$ cat config.mk
export PLATFORM = sky130hd
export DESIGN_NAME = fnd_scan_mux
export DESIGN_NICKNAME = d
export VERILOG_FILES = /design/src/rtl/fnd_scan_mux.sv
export SDC_FILE = /design/constraint.sdc
export NUM_CORES = 1
export LEC_CHECK = 0
export BUFFER_PORTS_ARGS = -buffer_cell sky130_fd_sc_hd__clkbuf_2
export CAP_MARGIN = 30
export CORE_MARGIN = 5
export CORE_UTILIZATION = 40
export CTS_CLUSTER_SIZE = 16
export DETAILED_ROUTE_END_ITERATION = 10
export PLACE_DENSITY = 0.58
export SYNTH_ARGS = -nofsm -noshare
export SYNTH_HDL_FRONTEND = slang
export SYNTH_SLANG_ARGS = --single-unit
$ cat constraint.sdc
create_clock -name clk -period 5.42 [get_ports clk]
set_clock_uncertainty 0.05 [all_clocks]
set_input_delay 0.542 -clock clk [delete_from_list [all_inputs] [get_ports clk]]
set_output_delay 0.542 -clock clk [all_outputs]
set_load 0.005 [all_outputs]
$ cat src/rtl/fnd_scan_mux.sv
// rtl/fnd_scan_mux.sv - time-multiplexed common-anode FND scan driver
// Adds a slot prescaler, dead time, PWM brightness, leading-zero blanking and frame snapshots.
module fnd_scan_mux #(
  parameter int DIGITS         = 4,
  parameter int PRESCALE       = 1000,
  parameter int DEAD           = 8,
  parameter bit SEL_ACTIVE_LOW = 1'b1,
  parameter int CW             = $clog2(PRESCALE),
  parameter int IW             = $clog2(DIGITS)
) (
  input  logic                  clk,
  input  logic                  rst,
  input  logic                  en,
  input  logic [4*DIGITS-1:0]   digits_in,
  input  logic [DIGITS-1:0]     dp_in,
  input  logic                  blank_lz,
  input  logic [3:0]            bright,
  output logic [3:0]            mux_out,
  output logic                  mux_dp,
  output logic [DIGITS-1:0]     mux_sel,
  output logic [IW-1:0]         digit_idx,
  output logic                  frame_start
);

  localparam logic [DIGITS-1:0] SEL_IDLE = {DIGITS{SEL_ACTIVE_LOW}};

  logic                 run_q, run_d;
  logic [CW-1:0]        slot_q, slot_d;
  logic [IW-1:0]        idx_q, idx_d;
  logic [3:0]           pwm_q, pwm_d;
  logic [4*DIGITS-1:0]  snap_dig_q, snap_dig_d;
  logic [DIGITS-1:0]    snap_dp_q, snap_dp_d;
  logic                 snap_blz_q, snap_blz_d;

  logic [3:0]           mux_out_q, mux_out_d;
  logic                 mux_dp_q, mux_dp_d;
  logic [DIGITS-1:0]    mux_sel_q, mux_sel_d;
  logic                 frame_q, frame_d;

  logic [DIGITS-1:0]    blank;
  logic                 zero_run;
  logic                 past_dead;
  logic                 pwm_on;
  logic                 lit;
  logic [DIGITS-1:0]    onehot;

  // Scan counters: the first enabled edge restarts at slot 0 / cycle 0.
  always_comb begin
    run_d  = run_q;
    slot_d = slot_q;
    idx_d  = idx_q;
    pwm_d  = pwm_q;
    if (!en) begin
      run_d  = 1'b0;
      slot_d = '0;
      idx_d  = '0;
      pwm_d  = '0;
    end else if (!run_q) begin
      run_d  = 1'b1;
      slot_d = '0;
      idx_d  = '0;
      pwm_d  = '0;
    end else if (slot_q == CW'(PRESCALE - 1)) begin
      slot_d = '0;
      pwm_d  = '0;
      idx_d  = (idx_q == IW'(DIGITS - 1)) ? '0 : idx_q + 1'b1;
    end else begin
      slot_d = slot_q + 1'b1;
      pwm_d  = pwm_q + 4'd1;
    end
  end

  assign frame_d = en && (slot_d == '0) && (idx_d == '0);

  // Snapshot is taken on the same edge that presents slot 0 so a frame never tears.
  always_comb begin
    snap_dig_d = snap_dig_q;
    snap_dp_d  = snap_dp_q;
    snap_blz_d = snap_blz_q;
    if (frame_d) begin
      snap_dig_d = digits_in;
      snap_dp_d  = dp_in;
      snap_blz_d = blank_lz;
    end
  end

  always_comb begin
    blank    = '0;
    zero_run = 1'b1;
    for (int k = DIGITS - 1; k >= 0; k--) begin
      zero_run = zero_run && (snap_dig_d[4*k +: 4] == 4'd0);
      blank[k] = snap_blz_d && (k != 0) && zero_run;
    end
  end

  assign past_dead = (DEAD == 0) || (slot_d >= CW'(DEAD));
  assign pwm_on    = (bright == 4'd15) || (pwm_d < bright);
  assign lit       = en && past_dead && !blank[idx_d] && pwm_on;
  assign onehot    = lit ? (DIGITS'(1) << idx_d) : '0;

  always_comb begin
    mux_sel_d = SEL_ACTIVE_LOW ? ~onehot : onehot;
    mux_out_d = en ? snap_dig_d[{idx_d, 2'b00} +: 4] : 4'd0;
    mux_dp_d  = en && snap_dp_d[idx_d] && !blank[idx_d];
  end

  always_ff @(posedge clk or posedge rst) begin
    if (rst) begin
      run_q      <= 1'b0;
      slot_q     <= '0;
      idx_q      <= '0;
      pwm_q      <= '0;
      snap_dig_q <= '0;
      snap_dp_q  <= '0;
      snap_blz_q <= 1'b0;
      mux_out_q  <= '0;
      mux_dp_q   <= 1'b0;
      mux_sel_q  <= SEL_IDLE;
      frame_q    <= 1'b0;
    end else begin
      run_q      <= run_d;
      slot_q     <= slot_d;
      idx_q      <= idx_d;
      pwm_q      <= pwm_d;
      snap_dig_q <= snap_dig_d;
      snap_dp_q  <= snap_dp_d;
      snap_blz_q <= snap_blz_d;
      mux_out_q  <= mux_out_d;
      mux_dp_q   <= mux_dp_d;
      mux_sel_q  <= mux_sel_d;
      frame_q    <= frame_d;
    end
  end

  assign mux_out     = mux_out_q;
  assign mux_dp      = mux_dp_q;
  assign mux_sel     = mux_sel_q;
  assign digit_idx   = idx_q;
  assign frame_start = frame_q;

endmodule

==> flow_summary.json <==
{
  "holdBufCountCts": 0,
  "diodes": 0,
  "synth_top_cells_by_area": "dfrtp_1 45%, mux2_4 6.1%, mux2_2 5.0%",
  "synth_most_common_cell": "dfrtp_1",
  "cp_cell_sequence": "ha_1, and4bb_1, nand4_1, a21oi_1, mux2_2, o221ai_1, a31oi_1",
  "crit_type": "reg -> reg",
  "timing.critical_path.max_delay_family": "compound AO/OA/AOI/OAI gates",
  "first_global_vias": 1789,
  "synth.avg_cell_area_um2": 11.26,
  "path_buf_inv": 0,
  "yosysWarningCount": 0,
  "drc_errors": 0,
  "vias": 1799,
  "ys_top_cells_by_count": "44 x dfrtp_1, 17 x nand2_1, 16 x nor2_1, 12 x nand3_1, 11 x mux2_2",
  "rsz0062_at_grt": "no",
  "fp-row-count": 28,
  "yosysSeqAreaShare_pct": 49.16,
  "die_w_um": 88.32,
  "irDropWorstVdd_mv": 0.1314,
  "drt_iter0_drc": 132,
  "cpPeakStageDelay_ns": 0.73,
  "fin_nets": 291,
  "status": "complete, no violations",
  "synth-edff-count": 0,
  "cp.depth": 7,
  "clkLatencyLatePin_ns": 0.31,
  "period_share_pct": 51.94,
  "dp_hpwl_um": 3943,
  "post-cts-setup-buffer-count": 0,
  "die_y_um": 88.32,
  "initial_core_util_pct": 41.20,
  "nFillCells": 596,
  "fin_crit_ns": 2.815,
  "path_clk_slew_ns": 0.08,
  "synth_nets": 252,
  "root_buffer": "clkbuf_8",
  "worst_pin_slew_ns": 0.9010,
  "drive_gt1_share_pct": 33.33,
  "antenna_found_initial": 0,
  "tritoncts": "done",
  "syn-instance-count": 218,
  "numCtsBuffers": 5,
  "io_pins": 40,
  "port_buffers": 39,
  "synth-main-ff-cell": "dfrtp_1",
  "power.density_nw_per_um2": 252.6,
  "area_growth_pct": 14.02,
  "core_um2": 5956,
  "reg2regPathDepth": 7,
  "timing.rr.start": "slot_q[0]",
  "hold_class": "in -> async",
  "crit_start": "slot_q[0]",
  "reg2reg_slack_ns": 2.60,
  "p_leak_nw": 1.281,
  "gp_congestion": 0.7465,
  "post_cts_resized": 0,
  "grt-ovfl-total": 0,
  "synth.distinct_cells": 55,
  "grt_pass1_wl_um": 8776,
  "ys_ff_latch": 48,
  "critPathCaptureType": "flop",
  "crit_slowest_cell": "a21oi_1",
  "worst_setup_path_start_kind": "flop",
  "placed_area_um2": 2713,
  "required_ns": 5.54,
  "grt_max_degree": 39,
  "clockBufferDepth": 2,
  "cap_violations": 0,
  "postRouteAntennaNets": 0,
  "finalMaxSlewViolations": 0,
  "fmax_ghz": 0.3552,
  "cts.sink_count": 48,
  "postLayoutCellArea_um2": 2798,
  "htree_levels": 2,
  "maxSlewHeadroom_pct": 39.93,
  "r2r_end": "mux_out[2]",
  "viasPerCell": 5.402,
  "finalSetupTns_ns": 0,
  "grt.total_usage_pct": 14.55,
  "post_drt_wl_per_cell_um": 15.96,
  "netlist_area_um2": 2454,
  "wl_um": 5316,
  "cp_max_fo": 12,
  "hold_viol_final": 0,
  "drt_pre_antenna_iters": 4,
  "arrival_ns": 2.94,
  "finalSetupViolCount": 0,
  "async_flop_share_pct": 100.0,
  "yosysTopAreaCell": "dfrtp_1",
  "synth_top_area_share_pct": 44.88,
  "die-area_um2": 7800,
  "cp-endpoint": "mux_out[2]"
}
-- cells in the final DEF (no fill, tap or decap), types with 3 or more instances in the layout --
master,count
nor4_1,3
xor2_1,5
dfrtp_1,44
nand4_1,6
clkbuf_2,39
xnor2_1,4
nand3_1,12
a31oi_1,5
o21ai_0,9
mux2_4,10
mux2_2,11
clkbuf_8,5
ha_1,6
nor2_1,16
nand2_1,17
inv_1,9
nor3_1,4
o221ai_1,4
dfstp_2,4
-- how the worst min path moves through the flow --
stage	start	to	slack, ns	cells past startpoint
global placement	slot_q[0]	slot_q[0]	0.44	1
finish	rst	pwm_q[2]	0.1	2
floorplan	pwm_q[0]	pwm_q[0]	0.40	1
detailed placement	rst	pwm_q[2]	0.43	2
global route	rst	slot_q[5]	0.11	2
CTS	rst	slot_q[5]	0.1	2
-- per-layer routing --
layer  wire length [um]  global-route usage [%]  up-vias
li1                   -                       -      871
met1               2675                   21.88      870
met2               2265                   20.46       52
met3                310                   3.166        6
met4                 64                   5.357        0
met5                  0                       0        -
-- state kept, by name (all words and copies together) (netlist names) --
name / count
mux_out: 4
snap_dig_q: 16
mux_dp: 1
snap_blz_q: 1
snap_dp_q: 4
pwm_q: 4
slot_q: 10
mux_sel: 4
digit_idx: 2
run_q: 1
frame_start: 1
-- per-stage QoR --
step	hold slack (ns)	utilization [%]	total power, mW	setup slack (ns)	instances
global route	0.1108	46.97	0.7435	2.382	333
CTS	0.09641	46.97	0.7180	2.597	333
finish	0.09951	46.97	0.7068	2.605	333
floorplan	0.4003	-	0.4709	2.856	218
global placement	0.4384	45.21	0.5009	2.566	324
detailed placement	0.4279	45.55	0.5044	2.615	325
-- area by class of cell --
| class | count | area [um2] | area share [%] |
|---|---|---|---|
| Clock buffer | 6 | 72.57 | 2.594 |
| Clock inverter | 2 | 12.51 | 0.4472 |
| Inverter | 11 | 46.29 | 1.655 |
| Multi-Input combinational cell | 151 | 1151 | 41.14 |
| Sequential cell | 48 | 1206 | 43.11 |
| Tap cell | 75 | 93.84 | 3.354 |
| Timing Repair Buffer | 40 | 215.2 | 7.692 |
-- cells by family (layout without fill, tap and decap cells) --
family                     Yosys count  count (layout)  synth area share (%)
adders and majority gates            6               6                 3.060
DFF                                 48              48                 49.16
xor gates and xnor gates             9               9                 3.212
and+or+nand+nor                     76              76                 17.03
buffers and inverters               19              59                 3.926
muxes                               21              21                 11.17
AOI/OAI and AO/OA                   39              39                 12.44
-- power breakdown --
group | leakage (nW) | switching (mW) | internal [mW]
registers | 0.603 | 0.0199 | 0.388
logic | 0.637 | 0.0399 | 0.0491
clock network | 0.0412 | 0.120 | 0.0903
Note: power is estimated with default switching activity, not from simulation.
